`src/rtl/block_sync_rx_ml.sv`:
```
// Multi-lane sync-header block lock receiver. Each lane hunts for a 2-bit
// sync header alignment by slipping its gearbox, then monitors header errors.
module block_sync_rx_ml #(
  parameter int LANE_N     = 4,
  parameter int HEAD_W     = 2,
  parameter int SH_CNT_MAX = 64,
  parameter int INVLD_MAX  = 16,
  parameter int SLIP_WAIT  = 2
) (
  input  logic                     clk,
  input  logic                     reset,
  input  logic [LANE_N-1:0]        valid_i,
  input  logic [LANE_N-1:0]        head_v_i,
  input  logic [LANE_N*HEAD_W-1:0] head_i,
  output logic [LANE_N-1:0]        slip_v_o,
  output logic [LANE_N-1:0]        lock_v_o,
  output logic                     lock_all_o
);

  // state     | meaning
  // LOCK_INIT | signal not ok (or just reset); waiting for valid_i
  // TEST      | counting headers in the current test window
  // SLIP_HOLD | slip issued; headers ignored while the gearbox realigns

  localparam int CNT_W  = $clog2(SH_CNT_MAX + 1);
  localparam int HOLD_W = (SLIP_WAIT > 2) ? $clog2(SLIP_WAIT) : 1;

  localparam logic [CNT_W-1:0]  SH_LAST   = CNT_W'(SH_CNT_MAX - 1);
  localparam logic [CNT_W-1:0]  INV_LAST  = CNT_W'(INVLD_MAX - 1);
  localparam logic [HOLD_W-1:0] HOLD_INIT = HOLD_W'((SLIP_WAIT > 1) ? (SLIP_WAIT - 1) : 0);

  localparam logic [HEAD_W-1:0] HDR_DATA = HEAD_W'(2'b01);
  localparam logic [HEAD_W-1:0] HDR_CTRL = HEAD_W'(2'b10);

  generate
    if (SH_CNT_MAX < 2 || INVLD_MAX < 1 || INVLD_MAX > SH_CNT_MAX || LANE_N < 1) begin : g_bad_params
      $fatal(1, "block_sync_rx_ml: illegal parameter combination");
    end
  endgenerate

  typedef enum logic [1:0] {
    LOCK_INIT = 2'd0,
    TEST      = 2'd1,
    SLIP_HOLD = 2'd2
  } state_t;

  genvar gi;
  generate
    for (gi = 0; gi < LANE_N; gi++) begin : g_lane
      state_t            r_state;
      state_t            w_state_nxt;
      logic [CNT_W-1:0]  r_sh_cnt;
      logic [CNT_W-1:0]  w_sh_cnt_nxt;
      logic [CNT_W-1:0]  r_invld_cnt;
      logic [CNT_W-1:0]  w_invld_cnt_nxt;
      logic [HOLD_W-1:0] r_hold_cnt;
      logic [HOLD_W-1:0] w_hold_cnt_nxt;
      logic              r_slip;
      logic              w_slip_nxt;
      logic              r_lock;
      logic              w_lock_nxt;
      logic [HEAD_W-1:0] w_hdr;
      logic              w_hdr_bad;
      logic              w_slip_req;

      assign w_hdr     = head_i[gi*HEAD_W +: HEAD_W];
      assign w_hdr_bad = !((w_hdr == HDR_DATA) || (w_hdr == HDR_CTRL));
      // Unlocked lanes slip on any bad header; locked lanes only when the
      // window's error budget is exhausted.
      assign w_slip_req = w_hdr_bad && (!r_lock || (r_invld_cnt == INV_LAST));

      always_ff @(posedge clk) begin
        if (reset) begin
          r_state     <= LOCK_INIT;
          r_sh_cnt    <= '0;
          r_invld_cnt <= '0;
          r_hold_cnt  <= '0;
          r_slip      <= 1'b0;
          r_lock      <= 1'b0;
        end else begin
          r_state     <= w_state_nxt;
          r_sh_cnt    <= w_sh_cnt_nxt;
          r_invld_cnt <= w_invld_cnt_nxt;
          r_hold_cnt  <= w_hold_cnt_nxt;
          r_slip      <= w_slip_nxt;
          r_lock      <= w_lock_nxt;
        end
      end

      always_comb begin
        w_state_nxt     = r_state;
        w_sh_cnt_nxt    = r_sh_cnt;
        w_invld_cnt_nxt = r_invld_cnt;
        w_hold_cnt_nxt  = r_hold_cnt;
        w_slip_nxt      = 1'b0;
        w_lock_nxt      = r_lock;

        if (!valid_i[gi]) begin
          w_state_nxt     = LOCK_INIT;
          w_sh_cnt_nxt    = '0;
          w_invld_cnt_nxt = '0;
          w_hold_cnt_nxt  = '0;
          w_lock_nxt      = 1'b0;
        end else begin
          case (r_state)
            LOCK_INIT: begin
              w_state_nxt = TEST;
            end
            TEST: begin
              if (head_v_i[gi]) begin
                if (w_slip_req) begin
                  w_state_nxt     = SLIP_HOLD;
                  w_slip_nxt      = 1'b1;
                  w_lock_nxt      = 1'b0;
                  w_sh_cnt_nxt    = '0;
                  w_invld_cnt_nxt = '0;
                  w_hold_cnt_nxt  = HOLD_INIT;
                end else if (r_sh_cnt == SH_LAST) begin
                  w_sh_cnt_nxt    = '0;
                  w_invld_cnt_nxt = '0;
                  w_lock_nxt      = 1'b1;
                end else begin
                  w_sh_cnt_nxt    = r_sh_cnt + CNT_W'(1);
                  w_invld_cnt_nxt = r_invld_cnt + CNT_W'(w_hdr_bad);
                end
              end
            end
            SLIP_HOLD: begin
              // The slip-pulse cycle is the first ignored cycle.
              if (r_hold_cnt == '0) begin
                w_state_nxt = TEST;
              end else begin
                w_hold_cnt_nxt = r_hold_cnt - HOLD_W'(1);
              end
            end
            default: begin
              w_state_nxt = LOCK_INIT;
            end
          endcase
        end
      end

      assign slip_v_o[gi] = r_slip;
      assign lock_v_o[gi] = r_lock;
    end
  endgenerate

  assign lock_all_o = &lock_v_o;

endmodule

```
`config.mk`:
```
export PLATFORM = sky130hd
export DESIGN_NAME = block_sync_rx_ml
export DESIGN_NICKNAME = d
export VERILOG_FILES = /design/src/rtl/block_sync_rx_ml.sv
export SDC_FILE = /design/constraint.sdc
export NUM_CORES = 1
export LEC_CHECK = 0
export ABC_CLOCK_PERIOD_IN_PS = 3380
export BUFFER_PORTS_ARGS = -buffer_cell sky130_fd_sc_hd__buf_2
export CORE_MARGIN = 2
export CORE_UTILIZATION = 59
export CTS_CLUSTER_DIAMETER = 50
export DETAILED_ROUTE_END_ITERATION = 16
export PLACE_DENSITY_LB_ADDON = 0.3
export SKIP_CTS_REPAIR_TIMING = 1
export SYNTH_ARGS = -nofsm -noshare
export SYNTH_HDL_FRONTEND = slang
export SYNTH_SLANG_ARGS = --single-unit
```
`constraint.sdc`:
```
create_clock -name clk -period 3.38 [get_ports clk]
set_input_delay 0.169 -clock clk [delete_from_list [all_inputs] [get_ports clk]]
set_output_delay 0.169 -clock clk [all_outputs]
set_load 0.02 [all_outputs]
```
* After elaboration in Yosys (flattened, before gate mapping)
Cells that the tools add are included.
** Word-level totals
- Register bits after elaboration :: 76
- Bits in read-only memories :: 0
- Latch bits :: 0
- RAM bits :: 0
- Word-level logic and storage cells :: 201
- Memories :: 0
** Cells by class
- Multipliers :: 0
- Add/subtract/negate cells :: 12
- Muxes and demuxes :: 60
- Bitwise operators :: 12
- Divide/modulo/power cells :: 0
- Shift operators :: 0
- Reductions and logical operators :: 57
- Eq/ne operators :: 36
- Order comparisons :: 0
** Operators by type and width (count)
- $mux 7 :: 16
- $reduce_and 3->1 :: 12
- $add 7x1->7 :: 4
- $add 7x1->7 const B :: 4
- $eq 7x4->1 const B :: 4
- $eq 7x6->1 const B :: 4
- $mux 1 :: 24
- $mux 2 :: 12
- $ne 2x2->1 const B :: 12
- $pmux 2 s3 :: 4
- $eq 2x1->1 const B :: 8
- $eq 2x2->1 const B :: 8
- $reduce_bool 2->1 :: 8
- $reduce_or 4->1 :: 4
- $not 1->1 :: 12
- $logic_not 1->1 :: 8
- $logic_not 2->1 :: 4
- $logic_or 1x1->1 :: 8
- $pmux 1 s2 :: 4
- $reduce_and 2->1 :: 4
- $reduce_or 2->1 :: 4
- $logic_and 1x1->1 :: 4
- $reduce_and 4->1 :: 1
- $sub 1x1->1 const B :: 4

* Logic depth before layout (Yosys ltp)
- Word-level depth :: 7
- Mapped depth :: 8
- Depth with buffers taken out :: 8

* Worst setup path after synthesis
No wires, ideal clock.
- Kind :: input-to-reg
- Start :: input head_i[7]
- End :: register g_lane[3].r_invld_cnt[6]
- Stages on the path :: 8
- Path slack :: 1.668 ns
- Data arrival time :: 1.642 ns
- Data required time :: 3.310 ns
- Cell sequence :: xor2_1 inv_1 ha_1 ha_1 and3_2 a32oi_1 o21ai_0 a21oi_1
** Between the ends
- Cells in the longest elaborated chain, start to end :: 6
** RTL lines
- start: declaration :: line 14 : input logic [LANE_N*HEAD_W-1:0] head_i,
- $eq 2x1->1 or $eq 2x2->1 (tied branches) :: line 67 : assign w_hdr_bad = !((w_hdr == HDR_DATA) || (w_hdr == HDR_CTRL));
- $logic_or 1x1->1 * :: line 67
- $logic_not 1->1 * :: line 67
- $add 7x1->7 :: line 124 : w_invld_cnt_nxt = r_invld_cnt + CNT_W'(w_hdr_bad);
- $mux 7 :: line 118 : end else if (r_sh_cnt == SH_LAST) begin
- $mux 7 * :: line 111 : if (w_slip_req) begin
- end signal: assignment :: line 83 : r_invld_cnt <= w_invld_cnt_nxt;
- end: declaration :: line 54 : logic [CNT_W-1:0] r_invld_cnt;
Mark *: on every way between the ends. The rest lies on a longest branch, timed or not.
A chain may end at the register's enable or synchronous reset.

* Worst setup path in the final report
- Start :: register g_lane[1].r_state[0]
- End :: register g_lane[1].r_invld_cnt[6]
** Between the ends
- Cells in the longest elaborated chain, start to end :: 2
** RTL lines
- start: declaration :: line 50 : state_t r_state;
- start signal: assignment :: line 81 : r_state <= w_state_nxt;
- $eq 2x1->1 :: line 105 : case (r_state)
- $reduce_and 2->1 (no line)
- end signal: assignment :: line 83
- end: declaration :: line 54
Every way passes these cells.

==> out/results.ini <==
[power]
p_sw_share_pct=21.8
power_frac_comb_pct=4.6
leakagePower_uw=0.00145
pwr-share-clk_pct=44.8
p_int_uw=1400
pwr-share-seq_pct=50.6
power_switching_uw=390
p_per_area_mw_per_mm2=452
max-vdd-ir-drop_uv=280

[finish]
antenna_cells=0
drive_gt1_share_pct=13.1
seqCellArea_mm2=0.00152
multi_input_area_mm2=0.00194
final_nets=454
filler_cell_count=493
final_area_mm2=0.00397
area_delta_synth_final_pct=8.78

[global_routing]
grt_pass1_wl_um=11600
grt_use_total_pct=22.2
grt_pass1_vias=2705
grt_max_degree=15
antenna_found_initial=0
grt-ovfl-total=0

[critical_path]
regToRegSetupSlack_ns=1.37
worstPathArrival_ns=2.20
endpoint_kind=flip-flop
r2r_end=g_lane[1].r_invld_cnt[6]$_SDFFE_PP0P_
worstPathRequired_ns=3.57
start_kind=flip-flop
reg2regPathDepth=4
r2r-start=g_lane[1].r_state[0]$_SDFFE_PP0P_
worstSetupPathType=flip-flop to flip-flop
cp_max_fo=13

[placement]
routabilityCongestion=0.796
placed_area_mm2=0.00373
dpl.hpwl_um=4770
io_buffers=26

[hold_path]
min_from=head_v_i[3]
holdPathStages=2
whs_endpoint=g_lane[3].r_state[0]$_SDFFE_PP0P_
hp-class=input port to flip-flop

[timing]
clock_skew_ns=0.00741
rsz0062_at_grt=no
final.min_clock_period_ns=2.01
worstMarginPinSlew_ns=0.944
hold_viol=0
fin_tns_setup_ns=0
setup_viol=0
relSlewSlack_pct=36.9
max_freq_mhz=498
maxSlewViolCount=0
post-route-period-util_pct=59.5

[floorplan]
core.rowCount=28
dieArea_mm2=0.00683
die_width_um=82.7
die_h_um=82.7
core_area_mm2=0.00596
initial_core_util_pct=61.3
pin_count=27

[synthesis]
synth_top_area_share_pct=41.7
yosysUniqueCellTypes=54
synth.net_count=440
ys_seq_area_share_pct=41.7
netlist_instances=410
synth_seq_cells=76
synth_warnings=0
synth.area.top_cells=dfxtp_1, xor2_1, a21oi_1
mappedNetlistArea_mm2=0.00365
synth-edff-count=0
synth_area_per_cell_um2=8.90
async_flop_share_pct=0
yosysTopAreaCell=dfxtp_1
synth_flop_cell=dfxtp_1

[status]
outcome=finished, final reports clean

[clock_network]
cts_buffers=9
cts_tree=built
clk_pin_slew_ns=0.08
cts_max_path_buffers=2
htree_levels=3
cts.sinks=76
insertion_delay_ns=0.35
cts-root-buf=clkbuf_8

[drt]
drtIter0Drc=161
routed_wl_um=6990
ant_nets=0
firstDrtPassIters=4
vias_per_cell=5.79
num_vias=2920
wl_per_cell_um=13.9
route.detailed.drc=0

[run]
drv_cap=0

-- synthesized netlist by cell type (all sizes together), types with 2 or more instances --
library cell and n:
nand4 10, or3 3, a21oi 35, nor3 27, nor2 32, o211ai 6, and3b 5, nand3b 14
buf 17, a31oi 5, nor4 2, inv 13, a21o 3, o21bai 2, nand2b 4, xor2 25
and4 4, nor2b 2, nand3 6, ha 12, clkbuf 6, o21ai 14, and3 9, or2 2
and4b 2, and2 3, mux2i 3, nand2 43, dfxtp 76, o31ai 3, o2111ai 4, xnor2 10
-- sequential cells by signal, indices dropped and copies added, names as in the netlist --
signal	cells
g_lane.r_hold_cnt	4
g_lane.r_invld_cnt	28
g_lane.r_lock	4
g_lane.r_sh_cnt	28
g_lane.r_slip	4
g_lane.r_state	8
-- metrics by stage --
step	power (µW)	utilization, %	cells	setup slack (ns)	hold WS, ns
after CTS	1800	66.7	504	1.39	0.0183
after global placement	1010	62.7	488	1.45	0.398
after floorplan	989	-	410	1.67	0.274
after global routing	1850	66.7	504	1.12	0.0434
after detailed placement	1010	62.7	488	1.33	0.391
final	1790	66.7	504	1.37	0.0301
-- power by group through the flow --
stage               Sequential [µW]  Combinational [µW]  Clock (µW)
floorplan                       927                62.5           0
global placement                928                81.1           0
detailed placement              928                83.1           0
CTS                             907                83.5         811
global route                    908                93.4         850
finish                          907                83.1         803
-- how the worst max path moves through the flow --
stage                                            from  slack, ns  cells after the start                                    end
floorplan                                   head_i[7]       1.67                      8  g_lane[3].r_invld_cnt[6]$_SDFFE_PP0P_
CTS                 g_lane[1].r_state[1]$_SDFFE_PP0P_       1.39                      4  g_lane[1].r_invld_cnt[6]$_SDFFE_PP0P_
global placement                            head_i[7]       1.45                      9  g_lane[3].r_invld_cnt[6]$_SDFFE_PP0P_
finish              g_lane[1].r_state[0]$_SDFFE_PP0P_       1.37                      4  g_lane[1].r_invld_cnt[6]$_SDFFE_PP0P_
global route        g_lane[1].r_state[0]$_SDFFE_PP0P_       1.12                      4  g_lane[1].r_invld_cnt[6]$_SDFFE_PP0P_
detailed placement                          head_i[7]       1.33                      9  g_lane[3].r_invld_cnt[6]$_SDFFE_PP0P_
-- layer usage --
| metal | track usage (%) | vias to the layer above | wire length, µm |
|---|---|---|---|
| li1 | - | 1473 | - |
| met3 | 5.76 | 13 | 232 |
| met1 | 25.9 | 1383 | 3140 |
| met5 | 0 | - | 0 |
| met4 | 10.0 | 0 | 110 |
| met2 | 38.1 | 51 | 3500 |
-- kinds of logic (layout without fill, tap and decap cells) --
group	after synthesis	after routing	share of synthesized area (%)
compound gates	77	77	14.4
xor+xnor	35	35	8.40
fa+ha+maj	12	12	4.11
buf+inv	36	55	5.14
flops	76	76	41.7
mux	3	3	0.823
simple gates	171	171	25.4
-- layout make-up --
cell class | count | area share [%]
clock buffer | 12 | 4.16
clock inverter | 4 | 1.76
inverter | 13 | 1.23
multi-input combinational | 298 | 48.9
sequential | 76 | 38.3
tap | 75 | 2.36
timing repair buffer | 26 | 3.28
-- critical path, cell delays in order (launching register included) --
cell	delay [ns]
dfxtp_1	0.38
and3b_1	0.44
nand2_1	0.12
o21bai_1	0.75
nor3_1	0.16
-- placed cells by master (no fill, tap or decap), drive strengths merged, types with 4 or more instances in the layout --
cell type,n
inv,13
nand3,6
o211ai,6
clkbuf,12
nand2,43
nor2,32
a21oi,35
xnor2,10
o21ai,14
dfxtp,76
and3,9
nand2b,4
and4,4
and3b,5
ha,12
nand4,10
nor3,27
o2111ai,4
a31oi,5
nand3b,14
buf,26
xor2,25
(Power assumes the default switching activity.)
